File: src/rtl/piso_serializer_pkg.sv
// ---------------------------------------------------------------------------
// piso_serializer_pkg
// Shared definitions for the parallel-in serial-out transmitter:
//   - state_t  : FSM state encodings (IDLE / SHIFT / GAP)
//   - clog2    : constant function used to size the bit counter
// ---------------------------------------------------------------------------
package piso_serializer_pkg;

  typedef enum logic [1:0] {
    ST_IDLE  = 2'd0,
    ST_SHIFT = 2'd1,
    ST_GAP   = 2'd2
  } state_t;

  // Ceiling log2 for elaboration-time sizing; callers pass value >= 2.
  function automatic int clog2(input int value);
    int result;
    int remaining;
    result    = 0;
    remaining = value - 1;
    while (remaining > 0) begin
      result    = result + 1;
      remaining = remaining >> 1;
    end
    return result;
  endfunction

endpackage

File: src/rtl/piso_serializer.sv
// ---------------------------------------------------------------------------
// piso_serializer
// Parallel-in serial-out transmitter. Words arrive on a valid/ready handshake
// into a one-word holding register and are shifted out one bit per clock
// with first/last framing strobes. The holding register lets the next word
// wait while the current one is shifting, so words can run back to back.
//
// Ports:
//   clk       in   clock, all logic on posedge
//   rst       in   synchronous reset, active low
//   din       in   [WIDTH-1:0] parallel word
//   din_vld   in   din valid
//   din_rdy   out  holding register empty (forced 0 while in reset)
//   sdout     out  serial data bit (0 whenever sdout_vld is 0)
//   sdout_vld out  sdout carries a valid bit
//   sfirst    out  first bit of a word (qualified by sdout_vld)
//   slast     out  last bit of a word (qualified by sdout_vld)
//   busy      out  word in shifter or inter-word gap countdown active
// ---------------------------------------------------------------------------
module piso_serializer
  import piso_serializer_pkg::*;
#(
  parameter int WIDTH     = 8,
  parameter bit MSB_FIRST = 1'b1,
  parameter int GAP       = 0
) (
  input  logic             clk,
  input  logic             rst,
  input  logic [WIDTH-1:0] din,
  input  logic             din_vld,
  output logic             din_rdy,
  output logic             sdout,
  output logic             sdout_vld,
  output logic             sfirst,
  output logic             slast,
  output logic             busy
);

  localparam int             CW       = clog2(WIDTH);
  localparam logic [CW-1:0]  LAST_IDX = CW'(WIDTH - 1);
  localparam logic [7:0]     GAP_LOAD = (GAP > 0) ? 8'(GAP - 1) : 8'd0;

  state_t           state_reg, state_next;
  logic [WIDTH-1:0] hold_reg;
  logic             hold_full_reg, hold_full_next;
  logic [WIDTH-1:0] shift_reg, shift_next;
  logic [CW-1:0]    bit_cnt_reg, bit_cnt_next;
  logic [7:0]       gap_cnt_reg, gap_cnt_next;
  logic             load;
  logic             accept;

  logic sdout_reg, sdout_vld_reg, sfirst_reg, slast_reg, busy_reg;
  logic sdout_next, sdout_vld_next, sfirst_next, slast_next, busy_next;

  assign din_rdy = rst & ~hold_full_reg;
  assign accept  = din_vld & din_rdy;

  // Holding register data: only written on a handshake, so no reset needed.
  always_ff @(posedge clk) begin
    if (accept) begin
      hold_reg <= din;
    end
  end

  // State register, counters, shifter and registered outputs.
  always_ff @(posedge clk) begin
    if (!rst) begin
      state_reg     <= ST_IDLE;
      hold_full_reg <= 1'b0;
      shift_reg     <= '0;
      bit_cnt_reg   <= '0;
      gap_cnt_reg   <= '0;
      sdout_reg     <= 1'b0;
      sdout_vld_reg <= 1'b0;
      sfirst_reg    <= 1'b0;
      slast_reg     <= 1'b0;
      busy_reg      <= 1'b0;
    end else begin
      state_reg     <= state_next;
      hold_full_reg <= hold_full_next;
      shift_reg     <= shift_next;
      bit_cnt_reg   <= bit_cnt_next;
      gap_cnt_reg   <= gap_cnt_next;
      sdout_reg     <= sdout_next;
      sdout_vld_reg <= sdout_vld_next;
      sfirst_reg    <= sfirst_next;
      slast_reg     <= slast_next;
      busy_reg      <= busy_next;
    end
  end

  // Next-state logic. In SHIFT, bit_cnt_reg indexes the bit currently on
  // sdout and the shifter keeps that bit at its output end.
  always_comb begin
    state_next   = state_reg;
    load         = 1'b0;
    shift_next   = shift_reg;
    bit_cnt_next = bit_cnt_reg;
    gap_cnt_next = gap_cnt_reg;
    case (state_reg)
      ST_IDLE: begin
        if (hold_full_reg) begin
          load       = 1'b1;
          state_next = ST_SHIFT;
        end
      end
      ST_SHIFT: begin
        if (bit_cnt_reg == LAST_IDX) begin
          if (GAP > 0) begin
            state_next   = ST_GAP;
            gap_cnt_next = GAP_LOAD;
          end else if (hold_full_reg) begin
            load = 1'b1;
          end else begin
            state_next = ST_IDLE;
          end
        end else begin
          bit_cnt_next = bit_cnt_reg + CW'(1);
          shift_next   = MSB_FIRST ? (shift_reg << 1) : (shift_reg >> 1);
        end
      end
      ST_GAP: begin
        if (gap_cnt_reg == 8'd0) begin
          if (hold_full_reg) begin
            load       = 1'b1;
            state_next = ST_SHIFT;
          end else begin
            state_next = ST_IDLE;
          end
        end else begin
          gap_cnt_next = gap_cnt_reg - 8'd1;
        end
      end
      default: state_next = ST_IDLE;
    endcase

    if (load) begin
      shift_next   = hold_reg;
      bit_cnt_next = '0;
    end

    // A new accept keeps the register full even when the old word is
    // being moved into the shifter on the same edge.
    hold_full_next = accept | (hold_full_reg & ~load);
  end

  // Output logic: computed from next-state values so the registered
  // strobes line up with the cycle in which the shifter holds that bit.
  always_comb begin
    sdout_vld_next = (state_next == ST_SHIFT);
    sdout_next     = sdout_vld_next &
                     (MSB_FIRST ? shift_next[WIDTH-1] : shift_next[0]);
    sfirst_next    = sdout_vld_next & (bit_cnt_next == '0);
    slast_next     = sdout_vld_next & (bit_cnt_next == LAST_IDX);
    busy_next      = (state_next != ST_IDLE);
  end

  assign sdout     = sdout_reg;
  assign sdout_vld = sdout_vld_reg;
  assign sfirst    = sfirst_reg;
  assign slast     = slast_reg;
  assign busy      = busy_reg;

endmodule

File: config.mk
export PLATFORM = sky130hd
export DESIGN_NAME = piso_serializer
export DESIGN_NICKNAME = d
export VERILOG_FILES = /design/src/rtl/piso_serializer_pkg.sv /design/src/rtl/piso_serializer.sv
export SDC_FILE = /design/constraint.sdc
export NUM_CORES = 1
export LEC_CHECK = 0
export ABC_AREA = 0
export BUFFER_PORTS_ARGS = -buffer_cell sky130_fd_sc_hd__buf_4
export CELL_PAD_IN_SITES_DETAIL_PLACEMENT = 0
export CELL_PAD_IN_SITES_GLOBAL_PLACEMENT = 1
export CORE_MARGIN = 4
export CORE_UTILIZATION = 48
export DETAILED_ROUTE_END_ITERATION = 12
export HOLD_SLACK_MARGIN = 0.02
export PLACE_DENSITY = 0.89
export SETUP_SLACK_MARGIN = 0.02
export SLEW_MARGIN = 20
export SYNTH_ARGS = -nofsm -noshare
export SYNTH_HDL_FRONTEND = slang
export SYNTH_SLANG_ARGS = --single-unit
File: constraint.sdc
create_clock -name clk -period 4.09 [get_ports clk]
set_input_delay 0.409 -clock clk [delete_from_list [all_inputs] [get_ports clk]]
set_output_delay 0.409 -clock clk [all_outputs]
set_load 0.02 [all_outputs]
== Word-level counts from Yosys, hierarchy flattened ==
Cells that the tools add are included.
Widths: inputs -> output; s select.

* Logic and storage cells: 53
* Input port bits: 11
* Output and inout port bits: 6
* Bits in registers: 35

* Reduce and logical (&&, ||, !) cells: 7
* Bitwise gates (word level): 10
* Mux-type cells: 16
* Equality and inequality tests: 6
* Add/subtract/negate cells: 2

{| class="wikitable"
|+ Operator list
! cell !! count
|-
| $mux 8 || 3
|-
| $mux 3 || 3
|-
| $logic_not 8->1 || 1
|-
| $mux 2 || 4
|-
| $sub 8x1->8 const B || 1
|-
| $and 1x1->1 || 6
|-
| $eq 3x3->1 const B || 2
|-
| $pmux 2 s3 || 1
|-
| $eq 2x1->1 const B || 2
|-
| $mux 1 || 4
|-
| $reduce_and 2->1 || 2
|-
| $reduce_bool 2->1 || 2
|-
| $add 3x1->3 const B || 1
|-
| $logic_not 3->1 || 1
|-
| $not 1->1 || 3
|-
| $pmux 1 s3 || 1
|-
| $eq 2x2->1 const B || 1
|-
| $logic_not 2->1 || 1
|-
| $ne 2x2->1 const B || 1
|-
| $or 1x1->1 || 1
|}

== Logic depth before layout (Yosys ltp) ==
* Depth in word-level cells: 6
* Gate-level depth with buffers: 8

== Least setup slack after synthesis ==
Ideal clock, no wire load.

* Path kind: flip-flop to flip-flop
* From: register state_reg[0]
* To: register shift_reg[2]
* Slack: 2.201 ns
* Required time: 4.016 ns
* Arrival: 1.814 ns
* Period minus slack after synthesis: 1.889 ns
* Buffers on the path: 0
* Stages on the path, launching flop included: 7
* Cell sequence: dfxtp_1 -> inv_1 -> ha_1 -> a41oi_1 -> a21oi_2 -> or3b_2 -> a31oi_1

* Longest elaborated chain between the ends: 4
* Elaborated cells on any way between the ends: 8
* Those cells by class: 3 x eq/ne; 2 x mux; 3 x reduce/logical

{| class="wikitable"
|+ RTL lines
! element !! line !! RTL
|-
| from (decl) || piso_serializer.sv:43 || <nowiki>state_t state_reg, state_next;</nowiki>
|-
| from (signal assigned) || piso_serializer.sv:79 || <nowiki>state_reg <= state_next;</nowiki>
|-
| $eq 2x2->1 (tied with other cells) || piso_serializer.sv:100 || <nowiki>case (state_reg)</nowiki>
|-
| $pmux 1 s3 || piso_serializer.sv:100 ||
|-
| $ne 2x2->1 (no line) / $reduce_bool 2->1 (equally long branches) || n/a ||
|-
| $reduce_and 2->1 (no line) || n/a ||
|-
| to (signal assigned) || piso_serializer.sv:81 || <nowiki>shift_reg <= shift_next;</nowiki>
|-
| to (decl) || piso_serializer.sv:46 || <nowiki>logic [WIDTH-1:0] shift_reg, shift_next;</nowiki>
|}

Several ways; a longest one is shown, not always the timed one.
A chain may end at the register's enable or synchronous reset.

== Final worst setup path ==
* From: register state_reg[1]
* To: register sdout_reg (netlist: sdout)

* Longest elaborated chain between the ends: 5
* Elaborated cells on any way between the ends: 13
* Those cells by class: 3 x eq/ne; 8 x mux; 1 x bitwise; 1 x reduce/logical

{| class="wikitable"
|+ RTL lines
! element !! line !! RTL
|-
| $mux 2 || piso_serializer.sv:112 || <nowiki>end else if (hold_full_reg) begin</nowiki>
|-
| $mux 2 || piso_serializer.sv:108 || <nowiki>if (bit_cnt_reg == LAST_IDX) begin</nowiki>
|-
| $pmux 2 s3 || piso_serializer.sv:100 ||
|-
| $eq 2x1->1 || piso_serializer.sv:150 || <nowiki>sdout_vld_next = (state_next == ST_SHIFT);</nowiki>
|-
| $and 1x1->1 * || piso_serializer.sv:151 || <nowiki>sdout_next = sdout_vld_next &</nowiki>
|-
| to (signal assigned) || piso_serializer.sv:84 || <nowiki>sdout_reg <= sdout_next;</nowiki>
|-
| to (decl) || piso_serializer.sv:52 || <nowiki>logic sdout_reg, sdout_vld_reg, sfirst_reg, slast_reg, busy_reg;</nowiki>
|}

Mark *: on every way between the ends. The rest lies on a longest branch, timed or not. The select of a mux whose other input is x is not followed.

==> impl_metrics.yaml <==
clocking:
  ctsHoldBuffers: 0
  cts_tree: "yes"
  clk_latency_ns: 0.34
  post-cts-setup-buffer-count: 0
  clockBufferDepth: 2
  cts_resized: 0
  cts_buffers: 5
  clock_sinks: 35
  cts_root_buf: "clkbuf_4"
  h-tree-depth: 2
  clk_transition_reported_paths_ns: 0.11
worst_hold_path:
  hp-class: "in -> reg"
  hp-start: "din[3]"
detailed_routing:
  dr.first_iter.drc_count: 77
  first_pass_iters: 4
  wirelength_um: 3180
  ant_nets: 0
  routedWlPerCell_um: 13.2
  viasPerCell: 5.57
  drcViolationCount: 0
  vias: 1343
worst_setup_path:
  cp.required_ns: 4.33
  crit_start: "state_reg[1]"
  criticalPathCategory: "reg -> reg"
  cp_max_fo: 18
  cp_slowest_cell: "a21oi_2"
  cp_top_family: "compound AO/OA/AOI/OAI gates"
  crit_path_max_incr_delay_ns: 0.68
  arrival_ns: 2.50
  r2r-start: "state_reg[1]"
  path_buf_inv: 1
  crit_path_start_kind: "register"
  crit_path_end_kind: "register"
  cp_cell_sequence: "inv_1 -> ha_1 -> a41oi_1 -> a21oi_2 -> mux2i_1 -> nor2_1"
timing:
  fin_crit_ns: 2.26
  hold_viol: 0
  finalMaxSlewViolations: 0
  slew_headroom: 0.478
  fmax_mhz: 442
  fin_crit_sh: 0.553
  setup_violations: 0
  rsz0062_at_grt: "false"
  worst_pin_slew_ns: 0.784
  fin_skew_ns: 0.0118
  tns_ns: 0
yosys:
  syn-cell-area_mm2: 0.00171
  synth_top_cell_area_share: 0.316
  synthArstFlopShare: 0
  synth_warnings: 0
  yosysSeqAreaShare: 0.456
  synth.net_count: 194
  ys_seq_elements: 35
  synth_area_leaders: "dfxtp_1 (32%), edfxtp_1 (14%), ha_1 (5.1%)"
  yosys.area.top_type: "dfxtp_1"
  yosys_most_used_dff: "dfxtp_1"
  syn_inst: 176
  synth_cell_types: 47
  synth_area_per_cell_um2: 9.73
  synth-edff-count: 8
power_and_ir_drop:
  p_leak_nw: 0.710
  p_per_area_mw_per_mm2: 346
  irDropWorstVdd_uv: 181
layout:
  area_growth_pct: 12.0
  nNetsFinal: 212
  antenna_cells: 0
  utilization: 0.566
  drive_gt1_frac: 0.200
die:
  floorplan.initialDensity: 0.505
  rows: 21
  die_w_um: 67.7
  die_h_um: 67.7
  ioPinCount: 17
  die_area_mm2: 0.00459
  core-area_mm2: 0.00339
run:
  max_cap_viol_count: 0
global_route:
  grt_antenna_before_repair: 0
  grt_use_total: 0.163
  grt_pass1_wl_um: 5620
  grt_overflow_total: 0
  grt_max_degree: 23
  grt_pass1_vias: 1265
run_status:
  status: "complete, no violations"
placed_design:
  dp_hpwl_um: 2260
  gp_congestion: 0.759
  io_buffers: 16
## worst register-to-register path, delay by kind of cell (launching register included)
| family | cells | cell delay [ns] |
|---|---|---|
| flops | 1 | 0.47 |
| simple gates | 1 | 0.07 |
| fa+ha+maj | 1 | 0.34 |
| compound gates | 2 | 0.85 |
| mux | 1 | 0.31 |
| buf+inv | 1 | 0.13 |
## cells in the final DEF, fill, tap and decap left out, drive strengths merged, types with 5 or more instances in the layout
master,synthesis,routed
ha,7,7
o311ai,6,6
nor2,20,20
edfxtp,8,8
and2,7,7
inv,8,8
xnor2,5,5
o21ai,10,10
dfxtp,27,27
a31oi,8,8
nand2,14,14
clkbuf,4,6
buf,1,16
or3b,6,6
## Yosys cell counts, types with 2 or more instances
library cell	number
o21ai_0	9
clkbuf_1	4
nor2b_1	4
dfxtp_1	27
o311ai_0	6
xnor2_1	5
ha_1	7
o21a_1	2
nand2_1	13
a21oi_1	2
nand2b_1	3
or3b_2	6
edfxtp_1	8
inv_1	8
and2_1	7
nand3_1	4
nor3_1	4
a31oi_1	8
nor2_1	20
a21oi_2	2
## layer usage
layer,up-vias,GRT usage,part of all wire
met4,0,0.0861,0.018
met2,32,0.248,0.45
met1,631,0.204,0.48
met3,5,0.0516,0.049
met5,-,0,0
li1,675,-,-
## cell type report
class	count	area (um2)
multi-input cells	128	875
well taps	46	57.6
inverters	8	30.0
fillers	299	1470
flip-flops and latches	35	781
repair buffers	16	120
clock buffers	6	41.3
clock inverters	2	12.5
## per-stage QoR
stage,power [mW],hold WS [ns],setup slack (ns),cell area [um2],cells
floorplan,0.460,0.424,2.20,1710,176
global placement,0.486,0.435,1.95,1860,233
detailed placement,0.488,0.453,1.89,1860,233
CTS,0.669,0.232,1.85,1920,241
global route,0.696,0.218,1.66,1920,241
finish,0.664,0.244,1.83,1920,241
## power by group
| group | switching (mW) | internal, mW |
|---|---|---|
| sequential | 0.0128 | 0.374 |
| clock | 0.116 | 0.0663 |
| combinational | 0.0548 | 0.0399 |
## cells by family (layout without fill, tap and decap cells)
| kind of cell | Yosys count | in the layout | share of synthesized area |
|---|---|---|---|
| flops | 35 | 35 | 0.456 |
| simple gates | 69 | 69 | 0.223 |
| xor+xnor | 6 | 6 | 0.0307 |
| fa+ha+maj | 7 | 7 | 0.0512 |
| mux | 2 | 2 | 0.0124 |
| compound gates | 44 | 44 | 0.194 |
| buf+inv | 13 | 32 | 0.0329 |
## final timing paths
check	endpoint	slack [ns]	cells after the start
setup / recovery	sdout	1.83	6
hold / removal	hold_reg[3]	0.24	1
setup reg to reg	sdout	1.83	6
hold reg to reg	shift_reg[0]	0.46	2
Power figures use the tool's default switching activity.
